### src/rtl/regfile_dumper.sv
// rtl/regfile_dumper.sv - streams the register file out as little-endian bytes over valid/ready
// Optional leading 0xA5 header byte when REGDUMP_HEADER_EN is defined.
module regfile_dumper #(
    parameter int DATA_WIDTH = 32,
    parameter int NUM_REGS   = 32
) (
    input  logic                  clk,
    input  logic                  i_rst_n,
    input  logic                  i_start,
    output logic                  o_busy,
    output logic                  o_done,
    output logic [4:0]            o_raddr,
    input  logic [DATA_WIDTH-1:0] i_rdata,
    output logic [7:0]            o_tx_data,
    output logic                  o_tx_valid,
    input  logic                  i_tx_ready
);
    localparam int BYTES = DATA_WIDTH / 8;
    localparam int BW    = (BYTES > 1) ? $clog2(BYTES) : 1;
    localparam logic [BW-1:0] LAST_BYTE = BW'(BYTES - 1);
    localparam logic [4:0]    LAST_REG  = 5'(NUM_REGS - 1);

    typedef enum logic [2:0] {
        S_IDLE,
        S_HEADER,
        S_LOAD,
        S_SEND,
        S_DONE
    } state_t;

    state_t                state_q;
    logic [4:0]            reg_idx_q;
    logic [BW-1:0]         byte_idx_q;
    logic [DATA_WIDTH-1:0] shift_q;
    logic                  busy_q;
    logic                  done_q;
    logic [4:0]            raddr_q;
    logic                  valid_q;

    always_ff @(posedge clk) begin
        if (!i_rst_n) begin
            state_q    <= S_IDLE;
            reg_idx_q  <= '0;
            byte_idx_q <= '0;
            shift_q    <= '0;
            busy_q     <= 1'b0;
            done_q     <= 1'b0;
            raddr_q    <= '0;
            valid_q    <= 1'b0;
        end else begin
            done_q <= 1'b0;
            case (state_q)
                S_IDLE: begin
                    if (i_start) begin
                        busy_q    <= 1'b1;
                        reg_idx_q <= '0;
                        raddr_q   <= '0;
`ifdef REGDUMP_HEADER_EN
                        // The header byte rides in the shift register so the tx path is shared.
                        shift_q   <= DATA_WIDTH'(8'hA5);
                        valid_q   <= 1'b1;
                        state_q   <= S_HEADER;
`else
                        state_q   <= S_LOAD;
`endif
                    end
                end
                S_HEADER: begin
                    if (i_tx_ready) begin
                        valid_q <= 1'b0;
                        state_q <= S_LOAD;
                    end
                end
                S_LOAD: begin
                    shift_q    <= i_rdata;
                    byte_idx_q <= '0;
                    valid_q    <= 1'b1;
                    state_q    <= S_SEND;
                end
                S_SEND: begin
                    if (i_tx_ready) begin
                        shift_q    <= shift_q >> 8;
                        byte_idx_q <= byte_idx_q + 1'b1;
                        if (byte_idx_q == LAST_BYTE) begin
                            valid_q <= 1'b0;
                            if (reg_idx_q < LAST_REG) begin
                                reg_idx_q <= reg_idx_q + 5'd1;
                                raddr_q   <= reg_idx_q + 5'd1;
                                state_q   <= S_LOAD;
                            end else begin
                                done_q  <= 1'b1;
                                state_q <= S_DONE;
                            end
                        end
                    end
                end
                S_DONE: begin
                    busy_q  <= 1'b0;
                    raddr_q <= '0;
                    state_q <= S_IDLE;
                end
                default: begin
                    busy_q  <= 1'b0;
                    valid_q <= 1'b0;
                    raddr_q <= '0;
                    state_q <= S_IDLE;
                end
            endcase
        end
    end

    assign o_busy     = busy_q;
    assign o_done     = done_q;
    assign o_raddr    = raddr_q;
    assign o_tx_valid = valid_q;
    assign o_tx_data  = shift_q[7:0];
endmodule

### config.mk
export PLATFORM = sky130hd
export DESIGN_NAME = regfile_dumper
export DESIGN_NICKNAME = d
export VERILOG_FILES = /design/src/rtl/regfile_dumper.sv
export SDC_FILE = /design/constraint.sdc
export NUM_CORES = 1
export LEC_CHECK = 0
export CAP_MARGIN = 20
export CORE_ASPECT_RATIO = 0.7
export CORE_MARGIN = 3
export CORE_UTILIZATION = 49
export DETAILED_ROUTE_END_ITERATION = 16
export PLACE_DENSITY = 0.81
export RECOVER_POWER = 50
export SLEW_MARGIN = 25
export SYNTH_ARGS = -nofsm -noshare
export SYNTH_HDL_FRONTEND = slang
export SYNTH_SLANG_ARGS = --single-unit
### constraint.sdc
create_clock -name clk -period 1.9 [get_ports clk]
set_input_delay 0.19 -clock clk [delete_from_list [all_inputs] [get_ports clk]]
set_output_delay 0.19 -clock clk [all_outputs]
set_load 0.005 [all_outputs]
---- After elaboration in Yosys (flattened, before gate mapping) ----
Index checks and enable logic that the tools add are counted.
word-level totals
  bits in read-only memories .............. 0
  memories kept ........................... 0
  output and inout port bits .............. 16
  latch bits .............................. 0
  register bits after elaboration ......... 50
  bits in writable memories ............... 0
operators by class
  eq/ne operators ......................... 10
  multipliers ............................. 0
  $lt $le $gt $ge ......................... 1
  div/mod/pow operators ................... 0
  reductions and logical operators ........ 13
  bitwise operators ....................... 3
  shift operators ......................... 0
  add/sub/neg operators ................... 2
  multiplexer cells ....................... 23
operators by type and width
  cell                   number
  $pmux W32 S2           1
  $mux W32               1
  $mux W5                4
  $mux W3                5
  $pmux W5 S3            1
  $pmux W3 S4            1
  $reduce_and A4 Y1      3
  $ne A2 B2 Y1 const B   5
  $pmux W5 S2            1
  $reduce_and A5 Y1      2
  $eq A3 B2 Y1 const B   2
  $add A5 B1 Y5 const B  1
  $lt A5 B5 Y1 const B   1
  $mux W1                5
  $pmux W1 S4            1
  $pmux W2 S2            1
  $reduce_and A2 Y1      2
  $reduce_bool A2 Y1     2
  $reduce_or A2 Y1       2
  $eq A3 B1 Y1 const B   1
  $eq A3 B3 Y1 const B   1
  $logic_not A3 Y1       1
  $not A1 Y1             3
  $reduce_or A3 Y1       1
  other kinds (4)        4

---- Longest topological paths before layout ----
Gate-level depths: netlist (run 1).
  word-level depth ........................ 5
  depth in mapped cells ................... 6
  mapped depth without buffers ............ 5

---- Least setup slack after synthesis (run 1) ----
OpenSTA, ideal clock, no wires.
  path type ............................... register to register
  start ................................... register byte_idx_q[0]
  end ..................................... register raddr_q[2] (netlist: o_raddr[2])
  required time ........................... 1.781 ns
  data arrival time ....................... 1.322 ns
  buffers on the path ..................... 1
  clock period less this slack ............ 1.441 ns
  path slack .............................. 0.459 ns
  cell stages (with the launch flop) ...... 7
  path through ............................ dfxtp_1 -> ha_1 -> nand4_1 -> a31oi_2 -> or3_1 -> buf_2 -> mux2i_1
between the ends
  longest elaborated chain between the ends .. 3
RTL lines
  element                             line  RTL
  start, declared                     33    logic [BW-1:0] byte_idx_q;
  start signal, assigned              83    byte_idx_q <= byte_idx_q + 1'b1;
  $eq A2 B2 Y1                        84    if (byte_idx_q == LAST_BYTE) begin
  $ne A2 B2 Y1 (no source line)       n/a
  $reduce_and A5 Y1 (no source line)  n/a
  end signal, assigned                88    raddr_q <= reg_idx_q + 5'd1;
  end, declared                       37    logic [4:0] raddr_q;
No other way between the ends.
A chain may end at the register's enable or synchronous reset.

---- Worst setup path in the final report (run 1) ----
  start ................................... register state_q[1]
  end ..................................... register shift_q[21]
between the ends
  longest elaborated chain between the ends .. 3
  elaborated cells on any way between the ends .. 6
  those cells by class .................... 3 x eq/ne; 1 x mux; 2 x reduce/logical
RTL lines
  element                                                                     line  RTL
  start, declared                                                             31    state_t state_q;
  start signal, assigned                                                      42    state_q <= S_IDLE;
  start signal, assigned                                                      64    state_q <= S_LOAD;
  start signal, assigned                                                      71    state_q <= S_LOAD;
  $eq A3 B2 Y1                                                                52    case (state_q)
  $ne A2 B2 Y1 (no source line) / $reduce_bool A2 Y1 (equally long branches)  n/a
  $reduce_and A2 Y1 (no source line)                                          n/a
  end signal, assigned                                                        75    shift_q <= i_rdata;
  end signal, assigned                                                        82    shift_q <= shift_q >> 8;
  end, declared                                                               34    logic [DATA_WIDTH-1:0] shift_q;
Several ways; a longest one is shown, not always the timed one.

==> report_table.html, run 1 <==
<table>
<tr><th>Metric</th><th>Value</th></tr>
<tr><th colspan="2">Final layout</th></tr>
<tr><td>Post-layout nets</td><td>348</td></tr>
<tr><td>Leading cell type in the layout, fill and taps excluded</td><td>sky130_fd_sc_hd__nand2_1</td></tr>
<tr><td>Antenna cell count</td><td>0</td></tr>
<tr><td>Layout overhead on the synthesized area</td><td>26.4%</td></tr>
<tr><td>Fraction of layout cells with a size suffix above 1</td><td>8.04%</td></tr>
<tr><td>Final design instance area without fill</td><td>between 0.002 and 0.003 mm²</td></tr>
<tr><td>Commonest cells after routing, fill and taps aside</td><td>63 x sky130_fd_sc_hd__nand2_1, 50 x sky130_fd_sc_hd__dfxtp_1, 40 x sky130_fd_sc_hd__nor2_1</td></tr>
<tr><th colspan="2">Route</th></tr>
<tr><td>Number of remaining DRC errors</td><td>0</td></tr>
<tr><td>Count of TritonRoute iterations in the first routing pass</td><td>4</td></tr>
<tr><td>Final WL</td><td>just over 5 mm</td></tr>
<tr><td>DRC marker count from the first detailed-route iteration</td><td>~110</td></tr>
<tr><td>Vias per std cell</td><td>between 5 and 6</td></tr>
<tr><td>Residual antenna-violating net count after detailed routing</td><td>0</td></tr>
<tr><td>Via Count</td><td>between 1500 and 2000</td></tr>
<tr><td>Routed wire length per instance</td><td>~14 µm</td></tr>
<tr><th colspan="2">Floorplan</th></tr>
<tr><td>Die outline width</td><td>around 87 µm</td></tr>
<tr><td>Core Region</td><td>0.00414 mm²</td></tr>
<tr><td>Die height</td><td>roughly 62 µm</td></tr>
<tr><td>Starting Density</td><td>54.0%</td></tr>
<tr><td>Top-level port count</td><td>52</td></tr>
<tr><td>Die footprint</td><td>around 0.0054 mm²</td></tr>
<tr><td># rows</td><td>19</td></tr>
<tr><th colspan="2">Worst setup path</th></tr>
<tr><td>Endpoint of the worst register-to-register path</td><td>shift_q[21]</td></tr>
<tr><td>Worst setup path startpoint</td><td>state_q[1]</td></tr>
<tr><td>Worst endpoint data arrival time</td><td>between 1.5 and 2 ns</td></tr>
<tr><td>Critical path class</td><td>flop to flop</td></tr>
<tr><td>Data required time at the worst endpoint</td><td>about 2.1 ns</td></tr>
<tr><td>Register-to-Register Path Depth</td><td>5</td></tr>
<tr><td>Slack of the worst reg-to-reg path</td><td>about 0.17 ns</td></tr>
<tr><td>Kind of end point of the critical path</td><td>flop</td></tr>
<tr><td>Category of the worst setup path launch point</td><td>flop</td></tr>
<tr><td>Critical Path Fanout Max</td><td>27</td></tr>
<tr><td>Origin of the critical flop-to-flop path</td><td>state_q[1]</td></tr>
<tr><td>Capture point of the worst path</td><td>shift_q[21]</td></tr>
<tr><th colspan="2">STA</th></tr>
<tr><td>Total negative slack for setup checks</td><td>0 ns</td></tr>
<tr><td>Final count of pins violating max slew</td><td>0</td></tr>
<tr><td>Measured slew at the worst slew-check pin</td><td>between 0.7 and 0.8 ns</td></tr>
<tr><td>Fmax</td><td>about 580 MHz</td></tr>
<tr><td>RSZ-0062 raised after global routing</td><td>no</td></tr>
<tr><td>Worst Clk Skew</td><td>around 0.0056 ns</td></tr>
<tr><td>Normalized max-slew margin</td><td>between 50 and 60%</td></tr>
<tr><td>Hold Vio Cnt, Final</td><td>0</td></tr>
<tr><td>Final critical-path required period</td><td>1.73 ns</td></tr>
<tr><td>Final number of setup-violating endpoints</td><td>0</td></tr>
<tr><td>Crit share post-route</td><td>around 90%</td></tr>
<tr><th colspan="2">Placement</th></tr>
<tr><td>Estimated wirelength of the detail-placed design</td><td>around 3.6 mm</td></tr>
<tr><td>Number of port buffers</td><td>51</td></tr>
<tr><td>Placement-stage cell area</td><td>approximately 0.0028 mm²</td></tr>
<tr><td>Gpl congestion</td><td>0.865</td></tr>
<tr><th colspan="2">Clock network</th></tr>
<tr><td>Clock H-tree levels</td><td>2</td></tr>
<tr><td>Clock latency of the later-clocked register in the worst-skew pair</td><td>0.31 ns</td></tr>
<tr><td>Number of hold-repair buffers added at the cts stage</td><td>0</td></tr>
<tr><td>Buffers from clock root to sink, at most</td><td>2</td></tr>
<tr><td>Root buffer cell</td><td>sky130_fd_sc_hd__clkbuf_8</td></tr>
<tr><td>Total clock sinks</td><td>50</td></tr>
<tr><td>Post-CTS setup repair buffer count</td><td>0</td></tr>
<tr><td>Number of buffers inserted during clock tree synthesis</td><td>5</td></tr>
<tr><td>Clock-pin slew on the worst setup and hold paths</td><td>~0.09 ns</td></tr>
<tr><td>Resized Gates After CTS</td><td>0</td></tr>
<tr><td>Clock tree from TritonCTS</td><td>yes</td></tr>
<tr><th colspan="2">Global route</th></tr>
<tr><td>Grt total ovfl</td><td>0</td></tr>
<tr><td>Global-route usage over all layers</td><td>between 10% and 20%</td></tr>
<tr><td>Number of antenna violations at the first check in global routing</td><td>0</td></tr>
<tr><td>Wire length of the first global-routing pass</td><td>about 8.5 mm</td></tr>
<tr><td>Maximum number of pins on one net before global-route repair</td><td>28</td></tr>
<tr><td>Via count of the first global-routing pass</td><td>around 1800</td></tr>
<tr><th colspan="2">Power</th></tr>
<tr><td>Cell Pwr Density</td><td>~860 mW/mm²</td></tr>
<tr><td>Maximum VDD drop</td><td>0.584 mV</td></tr>
<tr><td>Leakage power total</td><td>approximately 1.1 nW</td></tr>
<tr><th colspan="2">Yosys</th></tr>
<tr><td>Predominant post-synthesis flop cell</td><td>sky130_fd_sc_hd__dfxtp_1</td></tr>
<tr><td>Fraction of synthesized cell area taken by the top area cell type</td><td>between 40 and 50%</td></tr>
<tr><td>Flops &amp; latches, synth</td><td>50</td></tr>
<tr><td>Largest cells by area after synthesis</td><td>sky130_fd_sc_hd__dfxtp_1 45%, sky130_fd_sc_hd__nand2_1 11%, sky130_fd_sc_hd__a311oi_1 9.4%, sky130_fd_sc_hd__nor2_1 6.7%, sky130_fd_sc_hd__buf_4 4.4%</td></tr>
<tr><td>Netlist area before placement</td><td>between 0.002 and 0.0025 mm²</td></tr>
<tr><td>Multiplexer fraction of the synthesized cell area</td><td>about 1.8%</td></tr>
<tr><td>Adder and majority gate portion of the synthesized area</td><td>1.12%</td></tr>
<tr><td>Yosys Warn Count</td><td>0</td></tr>
<tr><td>Share of the synthesized area in compound gates (AO/OA/AOI/OAI)</td><td>a little under a fifth</td></tr>
<tr><td>Post-synth net total</td><td>slightly above 300</td></tr>
<tr><td>Share of synthesized flip-flops with an asynchronous set or reset</td><td>0%</td></tr>
<tr><td>Number of cells produced by synthesis</td><td>approximately 270</td></tr>
<tr><td>Average size of a mapped cell</td><td>approximately 8.3 µm²</td></tr>
<tr><td>Combinational family with the most area after synthesis</td><td>simple AND/OR/NAND/NOR gates</td></tr>
<tr><td>Post-synthesis share of cell area spent on and, or, nand and nor gates</td><td>between 20% and 30%</td></tr>
<tr><td>Count of flip-flops with a built-in enable after synthesis</td><td>0</td></tr>
<tr><td>Library cell with the largest summed area after synthesis</td><td>sky130_fd_sc_hd__dfxtp_1</td></tr>
<tr><td>Part of the Yosys area used for sequential elements</td><td>around 45%</td></tr>
<tr><td>Distinct cells, synth</td><td>a little over 40</td></tr>
<tr><td>Share of the synthesized netlist area taken by xor and xnor gates</td><td>between 1 and 1.5%</td></tr>
<tr><th colspan="2">Hold path</th></tr>
<tr><td>Type of the most critical hold path</td><td>input pin to flop</td></tr>
<tr><th colspan="2">Status</th></tr>
<tr><td>Run status</td><td>complete, no violations</td></tr>
<tr><th colspan="2">Run</th></tr>
<tr><td>Max cap viols</td><td>0</td></tr>
</table>
[worst min-delay path by stage]
stage / endpoint / cells after the start / startpoint
2_1_floorplan: o_done / 2 / i_tx_ready
3_3_place_gp: o_raddr[3] / 2 / o_raddr[3]
3_5_place_dp: o_raddr[0] / 2 / o_raddr[0]
4_1_cts: shift_q[11] / 3 / i_rdata[11]
5_1_grt: shift_q[11] / 3 / i_rdata[11]
6_report: shift_q[11] / 3 / i_rdata[11]
[metal layers]
layer | share of wire (%) | GRT usage (%) | vias up | wire [µm]
li1 | - | - | 1018 | -
met3 | 5.5 | 4.48 | 9 | 283
met1 | 51 | 29.7 | 906 | 2640
met4 | 1.9 | 7.98 | 0 | 100
met2 | 42 | 25.9 | 60 | 2160
met5 | 0 | 0 | - | 0
[report_power, final]
group	total (W)	internal, W	switching [W]	leakage [nW]
Sequential	0.00124	0.00116	0.0000741	0.411
Combinational	0.000540	0.000274	0.000266	0.664
Clock	0.000643	0.000294	0.000349	0.0482
Total	0.00242	0.00173	0.000689	1.12
[cells in the mapped netlist, types with 2 or more instances]
cell type                    n
sky130_fd_sc_hd__nand2_1    63
sky130_fd_sc_hd__dfxtp_1    50
sky130_fd_sc_hd__nor2_1     40
sky130_fd_sc_hd__a311oi_1   24
sky130_fd_sc_hd__buf_4      13
sky130_fd_sc_hd__a22oi_1     9
sky130_fd_sc_hd__a21oi_1     7
sky130_fd_sc_hd__clkbuf_1    7
sky130_fd_sc_hd__buf_2       6
sky130_fd_sc_hd__o21ai_0     4
sky130_fd_sc_hd__o22ai_1     4
sky130_fd_sc_hd__mux2i_1     3
sky130_fd_sc_hd__nand3_1     3
sky130_fd_sc_hd__or3_1       3
sky130_fd_sc_hd__ha_1        2
sky130_fd_sc_hd__nand2b_1    2
sky130_fd_sc_hd__nor3_1      2
sky130_fd_sc_hd__o2bb2ai_1   2
sky130_fd_sc_hd__xor2_1      2
[worst max-delay path: stages, from the launching register on]
cell and delay (ns):
sky130_fd_sc_hd__dfxtp_1 0.57, sky130_fd_sc_hd__nand2b_1 0.14, sky130_fd_sc_hd__o22ai_2 0.39, sky130_fd_sc_hd__buf_12 0.23
sky130_fd_sc_hd__nor2_1 0.06, sky130_fd_sc_hd__a311oi_1 0.25
[flip-flops by register name (all words and copies together) (netlist names)]
name / flops
o_tx_valid: 1
state_q: 3
o_busy: 1
o_raddr: 5
reg_idx_q: 5
byte_idx_q: 2
o_done: 1
shift_q: 32
[layout make-up]
class	count	area (µm²)
clock buffer	7	86.3
clock inverter	1	5.00
fill	345	1310
inverter	2	7.51
multi-input combinational	190	1060
sequential	50	1000
tap	52	65.1
timing repair buffer	61	598
[kinds of logic (layout without fill, tap and decap cells)]
| group | after synthesis | count (layout) |
|---|---|---|
| simple gates | 126 | 126 |
| compound gates | 55 | 55 |
| flops | 50 | 50 |
| buf+inv | 28 | 71 |
| mux | 4 | 4 |
| xor+xnor | 3 | 3 |
| fa+ha+maj | 2 | 2 |
[stage by stage]
step           hold slack, ns  instances  utilization [%]  power (W)  setup slack, ns
2_1_floorplan           0.323        268                -    0.00161            0.459
3_3_place_gp            0.447        355             66.5    0.00180            0.171
3_5_place_dp            0.448        355             66.5    0.00182           0.0795
4_1_cts                 0.447        363             68.7    0.00245            0.191
5_1_grt                 0.453        363             68.2    0.00254           0.0399
6_report                0.447        363             68.2    0.00242            0.166
Power figures use the tool's default switching activity.
==> run 2, diff against run 1 <==
Settings changed: HOLD_SLACK_MARGIN set to 0.03.
==> results of run 2 <==
Same layout as run 1: the final DEF is identical, and so are final timing and power.
